<file path="config.mk">
export PLATFORM = sky130hd
export DESIGN_NAME = load_unit
export DESIGN_NICKNAME = d
export VERILOG_FILES = /design/src/rtl/load_unit_pkg.sv /design/src/rtl/load_unit_extend.sv /design/src/rtl/load_unit.sv
export SDC_FILE = /design/constraint.sdc
export NUM_CORES = 1
export LEC_CHECK = 0
export ABC_AREA = 1
export BUFFER_PORTS_ARGS = -buffer_cell sky130_fd_sc_hd__buf_4
export CELL_PAD_IN_SITES_DETAIL_PLACEMENT = 1
export CELL_PAD_IN_SITES_GLOBAL_PLACEMENT = 1
export CORE_MARGIN = 2
export CORE_UTILIZATION = 37
export DETAILED_ROUTE_END_ITERATION = 8
export PLACE_DENSITY_LB_ADDON = 0.1
export SKIP_LAST_GASP = 1
export SYNTH_ARGS = -nofsm -noshare
export SYNTH_HDL_FRONTEND = slang
export SYNTH_HIERARCHICAL = 1
export SYNTH_SLANG_ARGS = --single-unit
</file>
<file path="constraint.sdc">
create_clock -name clk -period 2.23 [get_ports clk]
set_clock_uncertainty 0.05 [all_clocks]
set_input_delay 0.1115 -clock clk [delete_from_list [all_inputs] [get_ports clk]]
set_output_delay 0.1115 -clock clk [all_outputs]
set_load 0.05 [all_outputs]
</file>
<file path="src/rtl/load_unit_pkg.sv">
// load_unit_pkg: size codes, FSM encoding and size helper shared by the load path
package load_unit_pkg;
  localparam logic [1:0] SZ_BYTE = 2'b00;
  localparam logic [1:0] SZ_HALF = 2'b01;
  localparam logic [1:0] SZ_WORD = 2'b10;
  typedef enum logic [1:0] {
    S_IDLE = 2'd0,
    S_READ = 2'd1,
    S_DONE = 2'd2
  } state_t;
  function automatic logic [1:0] last_idx(input logic [1:0] sz);
    return sz == SZ_BYTE ? 2'd0 : sz == SZ_HALF ? 2'd1 : 2'd3;
  endfunction
endpackage

</file>
<file path="src/rtl/load_unit_extend.sv">
// load_extend: orders the captured bytes and zero/sign-extends them to 32 bits
module load_extend
  import load_unit_pkg::*;
#(
  parameter bit BIG_ENDIAN = 1'b0
) (
  input  logic [31:0] i_buf,
  input  logic [1:0]  i_size,
  input  logic        i_sext,
  output logic [31:0] o_data
);
  logic [7:0]  w_b0, w_b1, w_b2, w_b3;
  logic [15:0] w_half;
  logic [31:0] w_word;
  assign {w_b3, w_b2, w_b1, w_b0} = i_buf;
  assign w_half = BIG_ENDIAN ? {w_b0, w_b1} : {w_b1, w_b0};
  assign w_word = BIG_ENDIAN ? {w_b0, w_b1, w_b2, w_b3} : i_buf;
  // reserved size 2'b11 falls through to the word case
  always_comb begin
    o_data = i_size == SZ_BYTE ? {{24{i_sext & w_b0[7]}}, w_b0} :
             i_size == SZ_HALF ? {{16{i_sext & w_half[15]}}, w_half} : w_word;
  end
endmodule

</file>
<file path="src/rtl/load_unit.sv">
// load_unit: multi-cycle byte-serial load engine with extension and done pulse
module load_unit
  import load_unit_pkg::*;
#(
  parameter int ADDR_WIDTH = 16,
  parameter bit BIG_ENDIAN = 1'b0
) (
  input  logic                  clk,
  input  logic                  reset,
  input  logic                  start,
  input  logic [ADDR_WIDTH-1:0] address,
  input  logic [1:0]            size,
  input  logic                  sign_ext,
  output logic [ADDR_WIDTH-1:0] mem_address,
  output logic                  mem_write_enable,
  input  logic [7:0]            mem_read_data,
  output logic                  busy,
  output logic                  done,
  output logic [31:0]           load_data
);
  state_t                r_state, w_next;
  logic [ADDR_WIDTH-1:0] r_base;
  logic [1:0]            r_size, r_count;
  logic                  r_sext;
  logic [31:0]           r_buf, r_load_data, w_buf_next, w_ext;
  logic                  w_last;
  assign w_last    = r_count == last_idx(r_size);
  assign load_data = r_load_data;
  // buffer with the byte arriving this cycle dropped into its slot
  always_comb begin
    w_buf_next = r_buf;
    w_buf_next[{r_count, 3'b000} +: 8] = mem_read_data;
  end
  load_extend #(.BIG_ENDIAN(BIG_ENDIAN)) u_ext (
    .i_buf (w_buf_next),
    .i_size(r_size),
    .i_sext(r_sext),
    .o_data(w_ext)
  );
  // state register
  always_ff @(posedge clk or posedge reset) begin
    if (reset) r_state <= S_IDLE;
    else       r_state <= w_next;
  end
  // next-state: start only matters in IDLE, DONE always returns to IDLE
  always_comb begin
    w_next = r_state == S_IDLE ? (start ? S_READ : S_IDLE) :
             r_state == S_READ ? (w_last ? S_DONE : S_READ) : S_IDLE;
  end
  // outputs decoded from state; the memory port is read-only here
  always_comb begin
    busy             = r_state == S_READ;
    done             = r_state == S_DONE;
    mem_write_enable = 1'b0;
    mem_address      = r_state == S_READ ? r_base + ADDR_WIDTH'(r_count) : '0;
  end
  // request latch, byte capture and result register
  always_ff @(posedge clk or posedge reset) begin
    if (reset) begin
      r_base      <= '0;
      r_size      <= SZ_BYTE;
      r_sext      <= 1'b0;
      r_count     <= 2'd0;
      r_buf       <= '0;
      r_load_data <= '0;
    end else if (r_state == S_IDLE && start) begin
      r_base  <= address;
      r_size  <= size;
      r_sext  <= sign_ext;
      r_count <= 2'd0;
      r_buf   <= '0;
    end else if (r_state == S_READ) begin
      r_buf   <= w_buf_next;
      r_count <= w_last ? r_count : r_count + 2'd1;
      if (w_last) r_load_data <= w_ext;
    end
  end
endmodule

</file>
# --- After elaboration in Yosys (flattened, before gate mapping) ---
# Index checks and enable logic that the tools add are counted.
op_classes:
  n_addsub: 3
  multipliers: 0
  n_div: 0
  n_lt_le_gt_ge: 0
  n_eq_ne: 5
  shift: 2
  muxes: 15
  bitwise: 3
  reduce_logical: 6
ops:
  columns: ["op", "n"]
  rows:
  - ["two-way mux 32 bit", 4]
  - ["bitwise mux 32 bit", 1]
  - ["variable shift 8 x 7 -> 32 bit, first input constant", 1]
  - ["variable part select 8 x 7 -> 32 bit", 1]
  - ["adder 16 x 2 -> 16 bit", 1]
  - ["two-way mux 16 bit", 1]
  - ["two-way mux 2 bit", 8]
  - ["negator 5 -> 7 bit", 1]
  - ["equality test 2 x 1 -> 1 bit, second input constant", 2]
  - ["logical NOT 2 bit", 2]
  - ["AND reduction 3 bit", 1]
  - ["adder 2 x 1 -> 2 bit, second input constant", 1]
  - ["bitwise AND 1 bit", 2]
  - ["equality test 2 bit", 1]
  - ["equality test 2 bit, second input constant", 1]
  - ["inequality test 2 x 1 -> 1 bit, second input constant", 1]
  - ["AND reduction 2 bit", 1]
  - ["nonzero test 2 bit", 1]
  - ["logical AND 1 bit", 1]
  - ["two-way mux 1 bit", 1]
  - ["inverter 1 bit", 1]
totals:
  ff_bits: 87
  latchBits: 0
  ram_bits: 0
  rom_bits: 0
  in_bits: 30
  word_cells: 41
  n_memories: 0

# --- Depth between registers and ports, before layout ---
# Gate-level depths: netlist of the first run.
logic_depth:
  ltp_word: 7
  depth_mapped: 13
  ltp_nobuf: 12

# --- Modules after synthesis ---
# Netlist of the first run, hierarchy kept.
by_module_without_submodules:
  columns: ["module", "instances", "cells_each", "area_each_um2"]
  rows:
  - ["load_unit", 1, 563, 4347.9]
  - ["load_extend", 1, 72, 466.7]

# --- Worst setup path before layout of the first run ---
# No wires, ideal clock.
synth_timing:
  path_kind: "register to output"
  start: "reg r_count[0]"
  end: "out mem_address[2]"
  arrival_time_ps: 2283
  t_required_ps: 2069
  slack_ps: -215
  path_stages_with_launch: 6
  cell_sequence: "dfrtp_1 > ha_1 > fa_1 > nand2_1 > inv_1 > nor3_1"
synth_between:
  elab_chain_cells: 2
synth_lines:
  columns: ["element", "line", "rtl"]
  rows:
  - ["start: declaration", "load_unit.sv:23", "logic [1:0] r_size, r_count;"]
  - ["start signal: assignment", "load_unit.sv:74", "r_count <= w_last ? r_count : r_count + 2'd1;"]
  - ["adder 16 x 2 -> 16 bit", "load_unit.sv:55", "mem_address = r_state == S_READ ? r_base + ADDR_WIDTH'(r_count) : '0;"]
  - ["two-way mux 16 bit", "load_unit.sv:55", null]
  - ["end: declaration", "load_unit.sv:14", "output logic [ADDR_WIDTH-1:0] mem_address,"]
# No other way between the ends.

# --- Worst setup path in the final report of the first run ---
layout_timing:
  start: "reg r_count[0]"
  end: "out mem_address[14]"
# The elaborated chain is that of the path after synthesis.

==> impl_summary.log, run 1 <==
[metrics] simple-gate portion of the synthesized area: 0.2999
[metrics] total negative setup slack: 0 ps
[metrics] Max Cap Violations: 0
[metrics] synthesized-area fraction occupied by xor and xnor cells: 0.005457
[metrics] wire per inst: 16.33 um
[metrics] CP endpoint kind: primary output
[metrics] number of cells on the worst reg-to-reg path: 10
[metrics] Crit path top cell by count: sky130_fd_sc_hd__nor2_1
[metrics] number of levels the H-tree was split into: 3
[metrics] horizontal die dimension: 118.1 um
[metrics] pin count of the biggest net entering global routing: 41
[metrics] die footprint: 13,940 sq um
[metrics] worst setup path end: mem_address[14]
[metrics] number of remaining DRC errors: 0
[metrics] outcome: complete, no violations
[metrics] multiplexer share of the synthesized area: 0
[metrics] clock root buffer master: sky130_fd_sc_hd__clkbuf_16
[metrics] Rows: 41
[metrics] placeable core region: 12,670 sq um
[metrics] final-report hold violation count: 0
[metrics] insertion delay to the later sink of the worst-skew pair: 350 ps
[metrics] flops & latches, synth: 87
[metrics] final antenna diode count: 0
[metrics] area of the multi-input gates: 2243 sq um
[metrics] final instance area: 6251 sq um
[metrics] synthesized netlist net count: 673
[metrics] Die Ht: 118.1 um
[metrics] source of the worst register-to-register timing path: r_count[0]$_DFFE_PP0P_
[metrics] Critical Path Start Type: register
[metrics] cell class contributing the biggest share of worst-path delay: adder cells
[metrics] GRT Resource Usage Total: 0.2202
[metrics] sequential element share of the synthesized area: 0.4522
[metrics] number of instances in the synthesized netlist: 635
[metrics] Synth warnings: 6
[metrics] final-stage net count: 772
[metrics] sum of buffers and inverters on the critical path: 1
[metrics] power per cell area: 1521 nW/um^2
[metrics] synthesized-area fraction occupied by adder cells: 0.02235
[metrics] initial antenna violation count: 0
[metrics] maximum fanout encountered on the critical timing path: 4
[metrics] placed inst area: 5558 sq um
[metrics] Final WS setup: 23.59 ps
[metrics] number of unique standard cell types used by synthesis: 33
[metrics] overflow left after global routing: 0
[metrics] final number of max-transition violations: 0
[metrics] wire length reported by the detailed router: 14,880 um
[metrics] number of stages on the worst setup path: 9
[metrics] combinational family with the most area after synthesis: simple AND/OR/NAND/NOR gates
[metrics] Initial Util: 0.3800
[metrics] half-perimeter wire length after placement: 10,360 um
[metrics] worst-margin pin slew: 633.0 ps
[metrics] vias: 4,556
[metrics] leakage power of the design: 3.325 nW
[metrics] share of final-layout standard cells stronger than drive strength 1: 0.2368
[metrics] layout overhead on the synthesized area: 29.83%
[metrics] endpoint of the most critical register-to-register path: load_data[3]$_DFFE_PP0P_
[metrics] list of cells traversed by the critical path: ha_4 > fa_2 > nand2_4 > nor2_4 > nand3b_1 > nor2_1 > nor2_1 > nor2_2 > buf_6
[metrics] Period minus WS final: 2206 ps
[metrics] unrepaired setup endpoints after global routing: true
[metrics] complex-gate fraction of the synthesized area: 0.1162
[metrics] count of final setup violators: 0
[metrics] clock-pin slew on the worst setup and hold paths: 60 ps
[metrics] setup slack, reg-to-reg: 110 ps
[metrics] Max IR drop VDD: 698.4 uV
[metrics] Max stage delay cell, worst path: sky130_fd_sc_hd__dfrtp_2
[metrics] DR vias/cell: 5.001
[metrics] clock tree from TritonCTS: done
[metrics] Top-Level Pins: 81
[metrics] antenna violation net count after detailed routing: 0
[metrics] most common library cell in the layout ignoring fill and taps: sky130_fd_sc_hd__nand2_1
[metrics] Worst Hold Class: in -> reg
[metrics] number of CTS-inserted buffers: 9
[metrics] commonest cells after routing, fill and taps aside: sky130_fd_sc_hd__nand2_1, sky130_fd_sc_hd__buf_4, sky130_fd_sc_hd__dfrtp_1
[metrics] Filler cells: 1,594
[metrics] clk buf depth: 2
[metrics] kind of critical path: reg -> out
[metrics] delay of the slowest critical-path stage: 420 ps
[metrics] global-route wire length before repair: 24,520 um
[metrics] gp weighted congestion: 0.8676
[metrics] count of routing violations after the opening detailed-route iteration: 184
[metrics] pre-CTS setup slack: 54.93 ps
[metrics] Port-buffer cells: 79
[metrics] crit path from: r_count[0]$_DFFE_PP0P_
[metrics] Final period util: 0.9894
[metrics] count of TritonRoute iterations in the first routing pass: 4
[metrics] required time of the worst setup path: 2070 ps
[metrics] clk sink count: 87
[metrics] Reg area: 2180 sq um
[metrics] highest attainable clock frequency: 0.4532 GHz
[metrics] Syn Area/Cell: 7.582 sq um
[metrics] vias in the first global route: 4,851
[metrics] worst endpoint data arrival time: 2040 ps
[metrics] Final Core Density: 0.4933
[metrics] worst slew slack as a fraction of its limit: 0.5771
[metrics] Netlist Area Pre-Place: 4815 sq um
[worst min-delay path: stages]
cell and delay [ps]:
sky130_fd_sc_hd__buf_4 120, sky130_fd_sc_hd__inv_1 70, sky130_fd_sc_hd__o22ai_2 100, sky130_fd_sc_hd__nand2_1 70
sky130_fd_sc_hd__nand2_1 50
[cell families after synthesis]
family	Yosys count
adders and majority gates	8
DFF	87
xor gates and xnor gates	3
AOI/OAI and AO/OA	105
other	1
and+or+nand+nor	331
buffers and inverters	100
[synth_stat cells, drive strengths merged]
cell type / n / area (sq um)
inv: 59 / 224.0
clkbuf: 10 / 40.04
nor2: 33 / 155.2
dfrtp: 87 / 2177
nand2: 260 / 1016
buf: 29 / 225.2
o22ai: 24 / 150.1
conb: 1 / 3.750
xnor2: 2 / 17.52
nand4: 4 / 25.02
o21ai: 76 / 384.1
nand3: 28 / 212.7
fa: 1 / 20.02
a21oi: 5 / 25.02
nor3: 4 / 20.02
ha: 7 / 87.58
xor2: 1 / 8.760
nand3b: 2 / 15.01
clkinv: 2 / 7.510
[sequential cells by signal (all words and copies together) (netlist names)]
register	cells
r_base	16
load_data	32
r_sext	1
r_state	2
r_buf	32
r_size	2
r_count	2
[worst min path at each step]
stage / from / to / slack (ps) / depth (start not counted)
after floorplan: address[0] / r_base[0]$_DFFE_PP0P_ / 170 / 2
after global placement: reset / load_data[3]$_DFFE_PP0P_ / 180 / 2
after detailed placement: reset / load_data[2]$_DFFE_PP0P_ / 190 / 2
after CTS: mem_read_data[4] / r_buf[20]$_DFFE_PP0P_ / 150 / 5
after global routing: mem_read_data[0] / r_buf[16]$_DFFE_PP0P_ / 190 / 5
final: mem_read_data[0] / r_buf[16]$_DFFE_PP0P_ / 160 / 5
[where the power goes]
group | internal, mW | leakage [nW] | total, mW | switching [mW]
sequential | 2.13 | 1.17 | 2.53 | 0.409
combinational | 1.52 | 2.00 | 5.27 | 3.75
clock | 1.05 | 0.159 | 1.70 | 0.656
total | 4.69 | 3.33 | 9.51 | 4.81
[per-layer routing]
metal,vias to the layer above,GRT usage,share of wire
met1,2270,0.2885,0.46
met4,0,0.04066,0.0097
li1,2194,-,-
met5,-,0,0
met3,15,0.04893,0.036
met2,77,0.3754,0.50
[metrics by stage]
stage / power [mW] / hold slack [ps] / instances
final: 9.506 / 155.3 / 911
after global routing: 10.11 / 185.5 / 911
after CTS: 9.443 / 145.7 / 907
after detailed placement: 7.596 / 189.2 / 868
after global placement: 7.481 / 175.8 / 868
after floorplan: 6.087 / 171.1 / 635
[timing repair]
action / CTS / global route
gates resized for setup: 9 / 22
setup endpoints to repair: 8 / 32
gates cloned: 0 / 1
setup buffers: 3 / 3
endpoints found under the hold margin: 43 / 0
pin swaps: 2 / 9
hold buffers: 20 / 0
[final cells by class]
| cell class | instances | area share |
|---|---|---|
| clock inverter | 4 | 0.01221 |
| inverter | 61 | 0.03843 |
| sequential | 87 | 0.3487 |
| tap | 172 | 0.03443 |
| multi-input combinational | 449 | 0.3589 |
| clock buffer | 12 | 0.04103 |
| timing repair buffer | 126 | 0.1663 |
Power figures use the tool's default switching activity.
==> run 2: changes to the inputs <==
BUFFER_PORTS_ARGS = -buffer_cell sky130_fd_sc_hd__buf_2   (was -buffer_cell sky130_fd_sc_hd__buf_4)
==> run 2 against run 1 <==
Fmax grew 0.80%. Power shrank 4.9%. Setup slack gained 17 ps. Combinational power is 4.7% lower. Clock power is 11% lower. Final cell count decreased by 0.44%. Final area shrank 3.7%. Sequential cell count unchanged. Largest cell class unchanged.
==> impl_summary.log, run 2 (synthesis gave the netlist of run 1 again) <==
[metrics] final hold slack: 151.3 ps (was 155.3 ps)
[metrics] clk buf depth: 2 (unchanged)
[metrics] clock root buffer master: sky130_fd_sc_hd__clkbuf_16 (unchanged)
[metrics] sum of buffers and inverters on the critical path: 1 (unchanged)
[metrics] half-perimeter wire length after placement: 10,210 um (was 10,360 um)
[metrics] Top-Level Pins: 81 (unchanged)
[metrics] initial antenna violation count: 0 (unchanged)
[metrics] Final Total Pwr: 9.044 mW (was 9.506 mW)
[metrics] Initial Util: 0.3800 (unchanged)
[metrics] worst slew slack as a fraction of its limit: 0.6351 (was 0.5771)
[metrics] Port-buffer cells: 79 (unchanged)
[metrics] list of cells traversed by the critical path: ha_4 > fa_2 > nand2_4 > nor2_4 > nand2_1 > o21ai_0 > a21oi_2 > buf_6 (was ha_4 > fa_2 > nand2_4 > nor2_4 > nand3b_1 > nor2_1 > nor2_1 > nor2_2 > buf_6)
[metrics] kind of critical path: reg -> out (unchanged)
[metrics] vias in the first global route: 4,746 (was 4,851)
[metrics] GRT Resource Usage Total: 0.2132 (was 0.2202)
[metrics] wire length on met1: 6563 um (was 6819 um)
[metrics] total length of routed met2 wires: 7043 um (was 7378 um)
[metrics] Worst Hold Class: in -> reg (unchanged)
[metrics] delay of the slowest critical-path stage: 410 ps (was 420 ps)
[metrics] highest attainable clock frequency: 0.4568 GHz (was 0.4532 GHz)
[metrics] final-report hold violation count: 0 (unchanged)
[metrics] CP endpoint kind: primary output (unchanged)
[metrics] pin count of the biggest net entering global routing: 66 (was 41)
[metrics] leakage power of the design: 3.286 nW (was 3.325 nW)
[metrics] number of remaining DRC errors: 0 (unchanged)
[metrics] Max IR drop VDD: 756.2 uV (was 698.4 uV)
[metrics] commonest cells after routing, fill and taps aside: sky130_fd_sc_hd__nand2_1, sky130_fd_sc_hd__dfrtp_1, sky130_fd_sc_hd__buf_2 (was sky130_fd_sc_hd__nand2_1, sky130_fd_sc_hd__buf_4, sky130_fd_sc_hd__dfrtp_1)
[metrics] Final Core Density: 0.4751 (was 0.4933)
[metrics] Final period util: 0.9816 (was 0.9894)
[metrics] final antenna diode count: 0 (unchanged)
[metrics] Rows: 41 (unchanged)
[metrics] Max stage delay cell, worst path: sky130_fd_sc_hd__dfrtp_1 (was sky130_fd_sc_hd__dfrtp_2)
[metrics] wire length reported by the detailed router: 14,400 um (was 14,880 um)
[metrics] vias: 4,493 (was 4,556)
[metrics] final-stage net count: 769 (was 772)
[metrics] critical hold path startpoint: mem_read_data[5] (was mem_read_data[0])
[metrics] source of the worst register-to-register timing path: r_count[0]$_DFFE_PP0P_ (unchanged)
[metrics] Critical Path Start Type: register (unchanged)
[metrics] horizontal die dimension: 118.1 um (unchanged)
[metrics] count of TritonRoute iterations in the first routing pass: 4 (unchanged)
[metrics] cell class contributing the biggest share of worst-path delay: adder cells (unchanged)
[metrics] maximum fanout encountered on the critical timing path: 4 (unchanged)
[metrics] most common library cell in the layout ignoring fill and taps: sky130_fd_sc_hd__nand2_1 (unchanged)
[metrics] clock-pin slew on the worst setup and hold paths: 60 ps (about the same)
[metrics] count of final setup violators: 0 (unchanged)
[metrics] Max Cap Violations: 0 (unchanged)
[metrics] worst endpoint data arrival time: 2030 ps (was 2040 ps)
[metrics] clock tree from TritonCTS: done (unchanged)
[metrics] required time of the worst setup path: 2070 ps (about the same)
[metrics] clk sink count: 87 (unchanged)
[metrics] outcome: complete, no violations (unchanged)
[metrics] number of CTS-inserted buffers: 9 (unchanged)
[metrics] placeable core region: 12,670 sq um (unchanged)
[metrics] count of routing violations after the opening detailed-route iteration: 186 (was 184)
[metrics] insertion delay to the later sink of the worst-skew pair: 350 ps (about the same)
[metrics] worst-margin pin slew: 546.2 ps (was 633.0 ps)
[metrics] gp weighted congestion: 0.8485 (was 0.8676)
[metrics] share of final-layout standard cells stronger than drive strength 1: 0.2381 (was 0.2368)
[metrics] total negative setup slack: 0 ps (unchanged)
[metrics] number of levels the H-tree was split into: 3 (unchanged)
[metrics] Die Ht: 118.1 um (unchanged)
[metrics] layout overhead on the synthesized area: 25.03% (was 29.83%)
[metrics] die footprint: 13,940 sq um (unchanged)
[metrics] DR vias/cell: 4.954 (was 5.001)
[metrics] final number of max-transition violations: 0 (unchanged)
[metrics] unrepaired setup endpoints after global routing: true (unchanged)
[metrics] global-route wire length before repair: 23,780 um (was 24,520 um)
[metrics] overflow left after global routing: 0 (unchanged)
[metrics] top routing layer used: met4 (unchanged)
[metrics] power per cell area: 1502 nW/um^2 (was 1521 nW/um^2)
[metrics] Period minus WS final: 2189 ps (was 2206 ps)
[metrics] total met3 wirelength after detailed routing: 494 um (was 537 um)
[metrics] wire per inst: 15.87 um (was 16.33 um)
[metrics] crit path from: r_count[0]$_DFFE_PP0P_ (unchanged)
[metrics] antenna violation net count after detailed routing: 0 (unchanged)
-- run 2: cell count changes in the layout (fill, tap and decap cells not counted), moves of 2 or more --
cell / previous run / this run
sky130_fd_sc_hd__nor2_2: 3 / 6
sky130_fd_sc_hd__buf_6: 5 / 7
sky130_fd_sc_hd__dfrtp_1: 85 / 87
sky130_fd_sc_hd__buf_4: 99 / 26
sky130_fd_sc_hd__nand3_1: 14 / 12
sky130_fd_sc_hd__dfrtp_2: 2 / 0
sky130_fd_sc_hd__nand2_4: 2 / 4
sky130_fd_sc_hd__nand3_2: 13 / 15
sky130_fd_sc_hd__buf_2: 0 / 70
sky130_fd_sc_hd__nand2_1: 246 / 244
sky130_fd_sc_hd__nor2_1: 26 / 23
-- run 2: worst paths after layout --
check | to | slack (ps) | cells past startpoint
worst max-delay path | mem_address[6] | 40 | 8
worst min-delay path | r_buf[21]$_DFFE_PP0P_ | 150 | 5
worst max register to register | load_data[29]$_DFFE_PP0P_ | 150 | 12
worst min register to register | load_data[10]$_DFFE_PP0P_ | 430 | 2
max in group asynchronous | r_base[4]$_DFFE_PP0P_ | 1090 | 4
min in group asynchronous | load_data[5]$_DFFE_PP0P_ | 310 | 3
-- run 2: area by class of cell --
type / instances / area, sq um
inverter: 61 / 237.7
clock inverter: 3 / 43.79
sequential: 87 / 2177
clock buffer: 12 / 246.5
tap: 172 / 215.2
fill: 1586 / 6651
timing repair buffer: 124 / 844.6
multi-input combinational: 448 / 2255
-- run 2: layer usage --
| metal | GRT usage | vias up |
|---|---|---|
| met5 | 0 | - |
| met4 | 0.07681 | 0 |
| met3 | 0.03149 | 18 |
| met2 | 0.3580 | 82 |
| met1 | 0.2788 | 2207 |
| li1 | - | 2186 |
-- run 2: report_power, final --
| part | total, mW | switching [mW] | internal, mW |
|---|---|---|---|
| logic | 5.02 | 3.72 | 1.31 |
| registers | 2.50 | 0.381 | 2.12 |
| clock network | 1.52 | 0.625 | 0.894 |
| total | 9.04 | 4.72 | 4.32 |
-- run 2: metrics by stage --
| step | instances | setup slack [ps] | cell area [sq um] |
|---|---|---|---|
| global placement | 867 | 222.9 | 5340 |
| detailed placement | 867 | 146.4 | 5340 |
| finish | 907 | 41.02 | 6020 |
| CTS | 904 | -1.094 | 5888 |
| floorplan | 635 | 21.46 | 4832 |
| global route | 907 | -64.80 | 6020 |
-- run 2: worst reg2reg max path, cell delays in order (launching register included) --
cell and delay (ps):
sky130_fd_sc_hd__dfrtp_1 410, sky130_fd_sc_hd__buf_4 160, sky130_fd_sc_hd__inv_4 90, sky130_fd_sc_hd__ha_1 270
sky130_fd_sc_hd__inv_2 90, sky130_fd_sc_hd__nand4_1 130, sky130_fd_sc_hd__o21ai_2 190, sky130_fd_sc_hd__nand2_1 90
sky130_fd_sc_hd__inv_2 100, sky130_fd_sc_hd__nand2_8 140, sky130_fd_sc_hd__nand3_1 130, sky130_fd_sc_hd__nand2_1 60
sky130_fd_sc_hd__nand2_1 100
-- run 2: what timing repair did --
action / 4_1_cts / 5_1_grt
buffers inserted: 2 / 3
hold buffers: 20 / 0
setup endpoints to repair: 11 / 37
gates resized for setup: 16 / 32
endpoints found under the hold margin: 41 / 0
pin swaps: 3 / 10
